===== src/rtl/axi_read_slave.sv =====
// AXI4 read-only slave: one outstanding burst, one memory beat request per data beat.
// Supports FIXED/INCR/WRAP address sequencing; illegal bursts return SLVERR beats.
module axi_read_slave #(
   parameter int unsigned IDW = 12,
   parameter int unsigned AW  = 32,
   parameter int unsigned DW  = 64
) (
   input  logic           clk,
   input  logic           rst,
   input  logic [IDW-1:0] s_axi_arid,
   input  logic [AW-1:0]  s_axi_araddr,
   input  logic [7:0]     s_axi_arlen,
   input  logic [2:0]     s_axi_arsize,
   input  logic [1:0]     s_axi_arburst,
   input  logic           s_axi_arvalid,
   output logic           s_axi_arready,
   output logic [IDW-1:0] s_axi_rid,
   output logic [DW-1:0]  s_axi_rdata,
   output logic [1:0]     s_axi_rresp,
   output logic           s_axi_rlast,
   output logic           s_axi_rvalid,
   input  logic           s_axi_rready,
   input  logic           read_ready,
   output logic           mem_req,
   output logic [AW-1:0]  mem_addr,
   input  logic [DW-1:0]  mem_rdata,
   input  logic           mem_err
);

   localparam logic [1:0] BURST_FIXED = 2'b00;
   localparam logic [1:0] BURST_WRAP  = 2'b10;
   localparam logic [1:0] BURST_RSVD  = 2'b11;
   localparam logic [1:0] RESP_OKAY   = 2'b00;
   localparam logic [1:0] RESP_SLVERR = 2'b10;

   typedef enum logic [1:0] {IDLE, ISSUE, WAIT, DATA} state_t;

   state_t         state, state_next;
   logic [IDW-1:0] id_q;
   logic [AW-1:0]  addr_q;
   logic [7:0]     len_q;
   logic [2:0]     size_q;
   logic [1:0]     burst_q;
   logic [7:0]     cnt_q;
   logic           berr_q;
   logic [DW-1:0]  rdata_q;
   logic [1:0]     rresp_q;

   logic arready_c, mem_req_c, last_c, ar_err_c;

   // Next beat address; WRAP keeps the beat inside the aligned total-size window.
   function automatic logic [AW-1:0] advance(input logic [AW-1:0] addr,
                                             input logic [7:0]    len,
                                             input logic [2:0]    size,
                                             input logic [1:0]    burst);
      logic [AW-1:0] step, mask;
      step = AW'(1) << size;
      mask = ((AW'(len) + AW'(1)) << size) - AW'(1);
      case (burst)
         BURST_FIXED: advance = addr;
         BURST_WRAP:  advance = (addr & ~mask) | ((addr + step) & mask);
         default:     advance = addr + step;
      endcase
   endfunction

   assign ar_err_c = (s_axi_arsize > 3'd3) || (s_axi_arburst == BURST_RSVD) ||
                     ((s_axi_arburst == BURST_WRAP) &&
                      !((s_axi_arlen == 8'd1) || (s_axi_arlen == 8'd3) ||
                        (s_axi_arlen == 8'd7) || (s_axi_arlen == 8'd15)));

   assign last_c = (cnt_q == len_q);

   always_ff @(posedge clk) begin
      if (rst) state <= IDLE;
      else     state <= state_next;
   end

   always_comb begin
      state_next = state;
      arready_c  = 1'b0;
      mem_req_c  = 1'b0;
      case (state)
         IDLE: begin
            arready_c = 1'b1;
            if (s_axi_arvalid) state_next = ISSUE;
         end
         ISSUE: begin
            mem_req_c = read_ready && !berr_q;
            if (read_ready || berr_q) state_next = WAIT;
         end
         WAIT: state_next = DATA;
         DATA: begin
            if (s_axi_rready) state_next = last_c ? IDLE : ISSUE;
         end
         default: state_next = IDLE;
      endcase
   end

   // Burst context, beat counter and the registered response beat.
   always_ff @(posedge clk) begin
      if (rst) begin
         id_q    <= '0;
         addr_q  <= '0;
         len_q   <= '0;
         size_q  <= '0;
         burst_q <= '0;
         cnt_q   <= '0;
         berr_q  <= 1'b0;
         rdata_q <= '0;
         rresp_q <= RESP_OKAY;
      end else begin
         if (state == IDLE && s_axi_arvalid) begin
            id_q    <= s_axi_arid;
            addr_q  <= s_axi_araddr;
            len_q   <= s_axi_arlen;
            size_q  <= s_axi_arsize;
            burst_q <= s_axi_arburst;
            cnt_q   <= '0;
            berr_q  <= ar_err_c;
         end
         if (state == WAIT) begin
            rdata_q <= berr_q ? '0 : mem_rdata;
            rresp_q <= (berr_q || mem_err) ? RESP_SLVERR : RESP_OKAY;
         end
         if (state == DATA && s_axi_rready && !last_c) begin
            cnt_q  <= cnt_q + 8'd1;
            addr_q <= advance(addr_q, len_q, size_q, burst_q);
         end
      end
   end

   assign s_axi_arready = arready_c && !rst;
   assign mem_req       = mem_req_c && !rst;
   assign mem_addr      = addr_q;
   assign s_axi_rid     = id_q;
   assign s_axi_rdata   = rdata_q;
   assign s_axi_rresp   = rresp_q;
   assign s_axi_rvalid  = (state == DATA);
   assign s_axi_rlast   = (state == DATA) && last_c;

endmodule


===== config.mk =====
export PLATFORM = sky130hd
export DESIGN_NAME = axi_read_slave
export DESIGN_NICKNAME = d
export VERILOG_FILES = /design/src/rtl/axi_read_slave.sv
export SDC_FILE = /design/constraint.sdc
export NUM_CORES = 1
export LEC_CHECK = 0
export ABC_AREA = 1
export CAP_MARGIN = 20
export CORE_MARGIN = 2
export CORE_UTILIZATION = 40
export CTS_CLUSTER_DIAMETER = 50
export CTS_CLUSTER_SIZE = 8
export DETAILED_ROUTE_END_ITERATION = 10
export PLACE_DENSITY = 0.73
export RECOVER_POWER = 25
export SLEW_MARGIN = 20
export SYNTH_ARGS = -nofsm -noshare
export SYNTH_HDL_FRONTEND = slang
export SYNTH_SLANG_ARGS = --single-unit

===== constraint.sdc =====
create_clock -name clk -period 2.6 [get_ports clk]
set_input_delay 0.52 -clock clk [delete_from_list [all_inputs] [get_ports clk]]
set_output_delay 0.52 -clock clk [all_outputs]
set_load 0.005 [all_outputs]

; Word level (Yosys, flattened, before mapping)
; Index checks and enable logic that the tools add are counted.
[totals]
register_bits = 134
input_bits = 127
out_inout_bits = 114
[op_classes]
add_sub_neg = 4
eq_ne = 15
reduce_logical = 24
bitwise = 4
n_shift = 2
n_lt_le_gt_ge = 1
n_mux = 14
[ops]
columns = operator, n
row1 = $and 32x32->32, 2
row2 = $mux 32, 2
row3 = $mux 64, 1
row4 = $pmux 32 s2, 1
row5 = $add 32x32->32, 1
row6 = $not 32->32, 1
row7 = $or 32x32->32, 1
row8 = $shl 1x3->32 const A, 1
row9 = $shl 9x3->32, 1
row10 = $sub 32x1->32 const B, 1
row11 = $mux 8, 2
row12 = $eq 2x2->1 const B, 5
row13 = $add 8x1->9 const B, 1
row14 = $add 8x1->8 const B, 1
row15 = $eq 8x1->1 const B, 1
row16 = $eq 8x2->1 const B, 1
row17 = $eq 8x3->1 const B, 1
row18 = $eq 8x4->1 const B, 1
row19 = $eq 8x8->1, 1
row20 = $logic_and 1x1->1, 8
row21 = $mux 2, 4
row22 = $pmux 2 s4, 1
row23 = $logic_or 1x1->1, 7
row24 = $ne 2x2->1 const B, 3
row25 = other kinds (9), 15

; Depth between registers and ports, before layout
; Gate-level depths: netlist of run 1.
[logic_depth]
word_depth = 8
ltp_mapped = 21

; Worst setup path after synthesis of run 1
; Ideal clock, no wire load.
[synth_path]
kind = register to register
from = register size_q[2]
to = register (tool-made name)
arrival_time_ns = 2.725
setup_slack_ns = -0.238
setup_time_ns = 0.113
required_ns = 2.487
stages_incl_launch_ff = 20
period_less_slack_ns = 2.838
cell_sequence = dfxtp_1 > buf_2 > buf_1 > nor3_1 > ha_1 > inv_1 > fa_1 > inv_1 > nand3_1 > nand2_1 > nand3_1 > nand2_1 > nand3_1 > nor4_1 > nand2_1 > xor2_1 > inv_1 > nor2_1 > nor2_1 > nor2_1
[synth_rtl]
columns = item, line
row1 = "start, declared", 42  ; logic [2:0] size_q;
row2 = "start signal, assigned", 116  ; size_q <= s_axi_arsize;

==> metrics.cfg, run 1 <==
[critical_path]
r2r_setup_slack_ns=0.06
critical_path.cell_chain=buf_6 -> nand2_1 -> nor2_4 -> buf_4 -> nand3_2 -> nand3_4 -> nand3_1 -> nand3_1 -> nand2_2 -> nand2_4 -> nor2_4 -> nand2_4 -> nor3_4 -> ha_1 -> inv_2 -> o21ai_2 -> nand2_1 -> nand2_1 -> a21oi_2
cp.buffers_inverters=3
max_stage_delay_ns=0.33
path_common_cell=nand2_1
cp_max_fo=7
cp.required_ns=2.90
critical_path.top_delay_family=simple AND/OR/NAND/NOR gates
crit_slowest_cell=dfxtp_2
worstSetupStartpointType=flop
worstSetupEndpointType=flop
arrival_ns=2.84
critPathKind=flop to flop

[synth]
synthDistinctLibCells=52
ys_ff_latch=133
synth_cells=1176
ys_seq_area_share_pct=34.6
synth_flop_cell=dfxtp_1
yosys.area.top_type=dfxtp_1
syn_nets=1321
syn_area_per_cell_sq_um=6.55
synth-edff-count=0
yosys_warnings=0
synthArstFlopShare_pct=0
yosys.area.top_type_share_pct=34.6
synth_most_common_cell=nand2_1
synth_area_leaders=dfxtp_1 (35%), nand2_1 (16%), a21oi_1 (8.0%)
syn_area_sq_um=7700
synth_commonest_cells=nand2_1 (321), dfxtp_1 (133), nor2_1 (131)

[grt]
grt_max_degree=65
overflow=0
antenna_found_initial=0
grt_pass1_vias=8331
grt_pass1_wl_mm=40.0
track_usage_pct=24.5

[power]
p_leak_uw=0.00483
p_per_area_nw_per_um2=892
ir_drop_mv=0.652

[route]
wl_mm=25.4
ant_nets=0
viasPerCell=5.10
wl_per_cell_microns=14.9
drt-initial-drc-count=540
drt_pre_antenna_iters=5
num_vias=8673
drc=0

[worst_hold_path]
hold_class=flop to flop

[floorplan]
dieArea_sq_um=20400
start_util_pct=41.0
row_count=50
core_sq_um=18800
io_pins=241
die_width_microns=143
die_h_microns=143

[place]
port_buffers=239
hpwl_mm=18.7
gp_congestion=0.945

[clock_tree]
cts-htree-levels=4
cts_inserted_buffers=17
clock_latency_ns=0.42
clock_sinks=133
root_buffer=clkbuf_16
ctsLongestPathBuffers=2
cts_tree=yes
clkSlewWorstSetupHoldPaths_ns=0.06

[layout]
antenna_cells=0
drive_above_1_share_pct=16.2
finalCoreUtilization_pct=62.1
syn2layout_area_growth_pct=51.4
nets=1599

[sta]
worstMarginPinSlew_ns=1.29
hold_viol=0
skew_ns=0.0112
period_share_pct=97.6
slew_headroom_pct=13.8
finalSetupViolCount=0
min_period_ns=2.54
rsz0062_at_grt=yes
clock.fmax_ghz=0.394
slew_violations=0
fin_setup_tns_ns=0

[run]
max_cap_violations=0

[status]
status=complete, no violations

worst reg2reg max path, stage by stage, from the launching register on:
cell	delay, ns
dfxtp_2	0.33
buf_6	0.12
nand2_1	0.10
nor2_4	0.22
buf_4	0.15
nand3_2	0.12
nand3_4	0.11
nand3_1	0.09
nand3_1	0.11
nand2_2	0.10
nand2_4	0.09
nor2_4	0.05
nand2_4	0.10
nor3_4	0.05
ha_1	0.29
inv_2	0.04
o21ai_2	0.16
nand2_1	0.07
nand2_1	0.07
a21oi_2	0.03
cells in the final DEF, fill, tap and decap left out, types with 22 or more instances in the layout:
master,synthesis,layout
a21oi_1,123,119
buf_4,3,64
clkdlybuf4s50_1,0,214
dfxtp_1,133,125
dlygate4sd3_1,0,23
inv_1,85,78
nand2_1,321,314
nand3_1,71,58
nand3_2,12,22
nor2_1,131,124
o21ai_0,68,66
logic make-up (layout without fill, tap and decap cells):
kind of cell,after synthesis,in the layout,synth area share [%]
simple gates,624,624,36.1
compound gates,223,223,15.5
buf+inv,151,442,7.70
flops,133,133,34.6
xor+xnor,24,24,2.73
fa+ha+maj,18,18,3.02
mux,2,2,0.260
other cells,1,1,0.0487
per-layer routing:
metal	share of wire, %	GRT usage (%)	vias up	routed length [microns]
li1	-	-	4385	-
met1	40	27.6	3911	10100
met2	49	43.3	319	12500
met3	8.1	7.75	58	2070
met4	2.9	9.12	0	745
met5	0	0	-	0
metrics by stage:
stage,std cells,hold WS (ns),power (uW),setup WS (ns),instance area [sq um]
2_1_floorplan,1176,0.454,5640,-0.00520,7780
3_3_place_gp,1649,0.450,7470,0.0868,10600
3_5_place_dp,1649,0.455,7560,-0.0400,10600
4_1_cts,1682,0.464,10200,0.00815,11300
5_1_grt,1701,0.481,11100,-0.120,11700
6_report,1701,0.460,10400,0.0624,11700
timing repair:
item                                    4_1_cts  5_1_grt
resized for setup                             3       74
endpoints found under the setup margin        5       23
cloned                                        0        0
hold buffers                                  0        0
buffers inserted                              1       19
pin swaps                                     1       28
report_power, final:
group / switching [uW] / internal (uW)
clock network: 1020 / 1560
logic: 2710 / 2160
registers: 412 / 2530
total: 4140 / 6260
worst paths after layout:
kind / cells after the start / from / end
max: 19 / len_q[0] / flop
min: 2 / s_axi_rdata[57] / s_axi_rdata[57]
max reg2reg: 19 / len_q[0] / flop
min reg2reg: 2 / s_axi_rdata[57] / s_axi_rdata[57]
cell type report:
cell class                      count  area (sq um)
Multi-Input combinational cell    892          4730
Timing Repair Buffer              312          2950
Inverter                           98           374
Clock buffer                       18           439
Sequential cell                   133          2680
Clock inverter                     14           189
Fill cell                        1702          7110
Tap cell                          234           293
Power figures use the tool's default switching activity.
==> inputs of run 2 (changes only) <==
CTS_BUF_LIST = sky130_fd_sc_hd__clkbuf_8   (was default)
PLACE_DENSITY = 0.85   (was 0.73)
==> run 2 against run 1 <==
Net effect: register-to-register slack worse by 0.04 ns; via count is 1.2% higher; sequential power hardly changed; sequential cell count stayed put; first-iteration DRC count is 15% lower; largest cell class unchanged.
==> metrics.cfg, run 2 (synthesis results as in run 1) <==
[layout]
finalNonFillerCells=1691  ; -0.59%
nets=1590  ; -0.56%
syn2layout_area_growth_pct=46.9
most-common-layout-cells=nand2_1 (316), clkdlybuf4s50_1 (216), dfxtp_1 (125)
layout_commonest_cell=nand2_1
drive_above_1_share_pct=15.4  ; -0.71 points
antenna_cells=0  ; unchanged

[floorplan]
io_pins=241  ; unchanged
die_h_microns=143  ; unchanged
start_util_pct=41.0  ; unchanged
core_sq_um=18800  ; unchanged
dieArea_sq_um=20400  ; unchanged
row_count=50  ; unchanged
die_width_microns=143  ; unchanged

[sta]
hold_viol=0  ; unchanged
slew_violations=0  ; unchanged
rsz0062_at_grt=yes
hold-worst-slack_ns=0.316  ; -0.145 ns
min_period_ns=2.58  ; +0.0387 ns
skew_ns=0.0169  ; +0.00573 ns
finalSetupViolCount=0  ; unchanged
setup_ws_ns=0.0237  ; -0.0387 ns
clock.fmax_ghz=0.388  ; -1.5%
fin_setup_tns_ns=0  ; unchanged
slew_headroom_pct=38.1  ; +24 points
worstMarginPinSlew_ns=0.927  ; -0.367 ns
period_share_pct=99.1  ; +1.5 points

[grt]
grt_max_degree=76  ; +17%
antenna_found_initial=0  ; unchanged
track_usage_pct=24.3  ; -0.23 points
grt_pass1_vias=8342  ; +0.13%
overflow=0  ; unchanged
grt_pass1_wl_mm=39.6  ; -0.81%

[clock_tree]
cts-htree-levels=4  ; unchanged
root_buffer=clkbuf_8
ctsHoldBuffers=0  ; unchanged
cts_inserted_buffers=17  ; unchanged
ctsLongestPathBuffers=2  ; unchanged
cts_tree=yes
clock_latency_ns=0.46  ; +0.04 ns
clkSlewWorstSetupHoldPaths_ns=0.09  ; +0.03 ns
clock_sinks=133  ; unchanged

[run]
max_cap_violations=0  ; unchanged

[critical_path]
arrival_ns=2.93  ; +0.09 ns
worstSetupStartpointType=flop
cp_max_fo=5  ; -2
max_stage_delay_ns=0.40  ; +0.07 ns
critPathKind=flop to flop
cp.buffers_inverters=3  ; unchanged
critical_path.cell_chain=inv_2 -> nor3_1 -> ha_1 -> buf_4 -> a21oi_1 -> nand2_2 -> a21oi_2 -> nor2_4 -> buf_4 -> a31o_2 -> nand3_1 -> o21ai_1 -> nor2_1 -> nor2_1
crit_slowest_cell=dfxtp_4
worstSetupEndpointType=flop
critical_path.top_delay_family=compound AO/OA/AOI/OAI gates
cp.required_ns=2.95  ; +0.05 ns

[route]
viasPerCell=5.19  ; +1.8%
num_vias=8781  ; +1.2%
drc=0  ; unchanged
wl_per_cell_microns=15.0  ; +0.74%
drt-initial-drc-count=461  ; -15%
ant_nets=0  ; unchanged
wl_mm=25.4  ; +0.15%
drt_pre_antenna_iters=5  ; unchanged

[place]
placed_cells=1648  ; -0.061%
hpwl_mm=18.7  ; -0.30%
port_buffers=239  ; unchanged
dp_slack_ns=-0.104  ; -0.0644 ns
gp_congestion=0.964  ; +2.1%

[power]
p_leak_uw=0.00467  ; -3.2%
ir_drop_mv=0.691  ; +6.1%
p_per_area_nw_per_um2=846  ; -5.1%

[worst_hold_path]
hold_class=input pin to flop

[status]
status=complete, no violations

run 2: changes by cell type in the layout (fill, tap and decap cells not counted), sizes merged, moves of 2 or more:
cell,previous run,this run
buf,70,64
clkbuf,22,18
clkdlybuf4s50,214,216
dlygate4sd3,23,21
run 2: cell type report:
cell class,count,area [sq um]
Fill cell,1643,7450
Sequential cell,133,2680
Clock buffer,17,234
Clock inverter,14,166
Tap cell,234,293
Timing Repair Buffer,303,2910
Multi-Input combinational cell,892,4660
Inverter,98,373
run 2: worst paths after layout:
path	from	to	slack [ns]	depth (start not counted)
worst min register to register	s_axi_rdata[26]	s_axi_rdata[26]	0.46	2
worst max register to register	size_q[0]	flop	0.02	14
worst min-delay path	rst	state[0]	0.32	2
worst max-delay path	size_q[0]	flop	0.02	14
run 2: power by group:
group | internal [uW] | leakage (uW) | total [uW] | switching, uW
Clock | 877 | 0.000194 | 1830 | 950
Sequential | 2520 | 0.00109 | 2940 | 412
Combinational | 2130 | 0.00339 | 4810 | 2680
Total | 5530 | 0.00467 | 9570 | 4040
run 2: layer usage:
layer  routed length, microns  GRT usage, %  vias up
li1                         -             -     4364
met1                     9680          27.3     4002
met2                    12800          43.3      372
met3                     2340          7.61       43
met4                      584          8.29        0
met5                        0             0        -
run 2: timing repair:
action	in CTS	in global routing
gates resized for setup	8	51
pin swaps	6	18
setup endpoints to repair	8	29
setup buffers	3	9
run 2: stage by stage:
stage	util [%]	total power [uW]	cell area, sq um
4_1_cts	59.1	9440	11100
5_1_grt	60.3	10200	11300
3_5_place_dp	56.7	7570	10600
6_report	60.3	9570	11300
2_1_floorplan	-	5640	7780
3_3_place_gp	56.7	7470	10600
==> inputs of run 3 (changes only) <==
--- a/config.mk
+++ b/config.mk
@@ -8,5 +8,4 @@
 export ABC_AREA = 1
 export CAP_MARGIN = 20
-export CORE_MARGIN = 2
 export CORE_UTILIZATION = 40
 export CTS_BUF_LIST = sky130_fd_sc_hd__clkbuf_8
==> constraint.sdc (replaced) <==
create_clock -name clk -period 2.6 [get_ports clk]
set_input_delay 0.52 -clock clk [delete_from_list [all_inputs] [get_ports clk]]
set_output_delay 0.52 -clock clk [all_outputs]
set_load 0.05 [all_outputs]
==> run 3 against run 2 <==
Net effect: wire length is 0.55% higher; clock power is essentially flat; cell area grew 0.25%; core utilization rose by 0.15 points; hold slack better by 0.15 ns; clock-buffer cell count is 1 higher; largest power group unchanged; highest routed layer unchanged.
==> metrics.cfg, run 3 (synthesis results as in run 1) <==
[status]
status=complete, no violations

[sta]
clock.fmax_ghz=0.393  ; +1.3%
skew_ns=0.0150  ; -0.00193 ns
finalSetupViolCount=0  ; unchanged
period_share_pct=97.8  ; -1.2 points
fin_setup_tns_ns=0  ; unchanged
setup_ws_ns=0.0562  ; +0.0325 ns
worstMarginPinSlew_ns=1.02  ; +0.0976 ns
slew_violations=0  ; unchanged
rsz0062_at_grt=yes
hold-worst-slack_ns=0.468  ; +0.152 ns
min_period_ns=2.54  ; -0.0325 ns
hold_viol=0  ; unchanged
slew_headroom_pct=31.5  ; -6.7 points

[critical_path]
crit_slowest_cell=dfxtp_2
critical_path.top_delay_family=simple AND/OR/NAND/NOR gates
worstSetupEndpointType=flop
worstSetupStartpointType=flop
cp_max_fo=5  ; unchanged
critPathKind=flop to flop
arrival_ns=2.90  ; -0.03 ns
cp.required_ns=2.96  ; about the same
path_common_cell=nor2_1
max_stage_delay_ns=0.34  ; -0.06 ns
critical_path.cell_chain=buf_12 -> nor3_4 -> ha_2 -> inv_2 -> fa_2 -> inv_2 -> nand3_2 -> nand2_2 -> nand3_2 -> nand2_2 -> nand3_4 -> nor4_4 -> nand2_1 -> xor2_1 -> inv_1 -> nor2_1 -> nor2_1 -> nor2_1
cp.buffers_inverters=4  ; +1

[grt]
antenna_found_initial=1  ; +1
overflow=0  ; unchanged
grt_pass1_vias=8196  ; -1.8%
grt_max_degree=65  ; -14%
track_usage_pct=25.6  ; +1.3 points
grt_pass1_wl_mm=40.3  ; +1.7%

[power]
switchingPower_uw=5540  ; +37%
clockPowerShare_pct=16.3  ; -2.8 points
combPwrFrac_pct=57.0  ; +6.7 points
p_seq_share_pct=26.7  ; -4.0 points
internal_power_uw=5490  ; -0.81%
p_per_area_nw_per_um2=972  ; +15%
p_leak_uw=0.00462  ; -1.2%
ir_drop_mv=0.483  ; -30%
switching_share_pct=50.2  ; +8.0 points

[clock_tree]
clkSlewWorstSetupHoldPaths_ns=0.09  ; about the same
ctsLongestPathBuffers=2  ; unchanged
root_buffer=clkbuf_8
cts-htree-levels=4  ; unchanged
clock_sinks=133  ; unchanged
clock_latency_ns=0.46  ; about the same
cts_inserted_buffers=17  ; unchanged
cts_tree=yes

[layout]
final_cell_area_sq_um=11300  ; +0.25%
fillers=1687  ; +2.7%
finalNonFillerCells=1698  ; +0.41%
nets=1595  ; +0.31%
regArea_sq_um=2680  ; about the same
syn2layout_area_growth_pct=47.3
most-common-layout-cells=nand2_1 (318), clkdlybuf4s50_1 (235), dfxtp_1 (126)
layout_commonest_cell=nand2_1
drive_above_1_share_pct=15.2  ; -0.27 points
multi_input_area_sq_um=4640  ; -0.46%

[floorplan]
dieArea_sq_um=19800  ; -2.8%
die_width_microns=141  ; -1.4%
die_h_microns=141  ; -1.4%
io_pins=241  ; unchanged
row_count=50  ; unchanged
core_sq_um=18800  ; unchanged
start_util_pct=41.0  ; unchanged

[place]
port_buffers=239  ; unchanged
placed_cells=1651  ; +0.18%
dp_slack_ns=-0.0358  ; +0.0686 ns
dpl-instance-area_sq_um=10700  ; +0.18%
gp_congestion=0.945  ; -2.0%
hpwl_mm=19.0  ; +1.8%

[route]
drc=0  ; unchanged
drt-initial-drc-count=519  ; +13%
wl_mm=25.6  ; +0.55%
num_vias=8780  ; -0.011%
ant_nets=0  ; unchanged
drt_pre_antenna_iters=5  ; unchanged
wl_per_cell_microns=15.1  ; +0.14%
viasPerCell=5.17  ; -0.42%

[worst_hold_path]
hold_class=flop to flop

[run]
max_cap_violations=0  ; unchanged

[run 3: changes by cell type in the layout (fill, tap and decap cells not counted), moves of 3 or more]
cell,delta
nor2_1,+3
inv_8,+4
nand3_1,+4
buf_4,+3
nand3_2,-4
nor2_2,-4
dlygate4sd3_1,-21
clkinvlp_4,-3
clkdlybuf4s50_1,+19
[run 3: power by group through the flow]
stage          clock network [uW]  logic, uW  registers [uW]
6_report                     1800       6280            2950
5_1_grt                      1910       6780            3000
4_1_cts                      1830       6020            2910
3_5_place_dp                    0       6000            2960
3_3_place_gp                    0       5910            2950
2_1_floorplan                   0       2770            4250
[run 3: area by class of cell]
type / instances / area share (%)
Antenna cell: 1 / 0.0221
Clock buffer: 18 / 2.18
Clock inverter: 14 / 1.35
Inverter: 98 / 3.33
Multi-Input combinational cell: 892 / 40.9
Sequential cell: 133 / 23.6
Tap cell: 234 / 2.58
Timing Repair Buffer: 308 / 26.0
[run 3: path summary, 6_finish.rpt]
check             startpoint              end  slack, ns  cells past startpoint
max                size_q[2]             flop       0.06                     18
min          s_axi_rdata[27]  s_axi_rdata[27]       0.47                      2
max reg2reg        size_q[2]             flop       0.06                     18
min reg2reg  s_axi_rdata[27]  s_axi_rdata[27]       0.47                      2
[run 3: metal layers]
metal  wire, microns  global-route usage (%)  share of wire [%]  vias up
li1                -                       -                  -     4362
met1           10100                    29.1                 40     4030
met2           12800                    45.9                 50      335
met3            1950                    6.86                7.6       53
met4             688                    9.10                2.7        0
met5               0                       0                  0        -
[run 3: through the flow]
step	utilization, %	power (uW)
after global placement	56.8	8850
after floorplan	-	7020
after detailed placement	56.8	8960
final	60.4	11000
after CTS	59.0	10800
after global routing	60.4	11700
[run 3: what timing repair did]
action / in CTS / in global routing
pin swaps: 2 / 14
gates cloned: 0 / 0
buffers inserted: 0 / 14
endpoints found under the setup margin: 1 / 24
hold buffers: 0 / 0
hold endpoints to repair: 0 / 0
gates resized for setup: 2 / 56
[run 3: worst reg2reg max path, cell delays in order, from the launching register on]
cell,delay [ns]
dfxtp_2,0.34
buf_12,0.13
nor3_4,0.18
ha_2,0.22
inv_2,0.05
fa_2,0.33
inv_2,0.08
nand3_2,0.06
nand2_2,0.09
nand3_2,0.08
nand2_2,0.10
nand3_4,0.10
nor4_4,0.25
nand2_1,0.10
xor2_1,0.15
inv_1,0.05
nor2_1,0.03
nor2_1,0.08
nor2_1,0.05
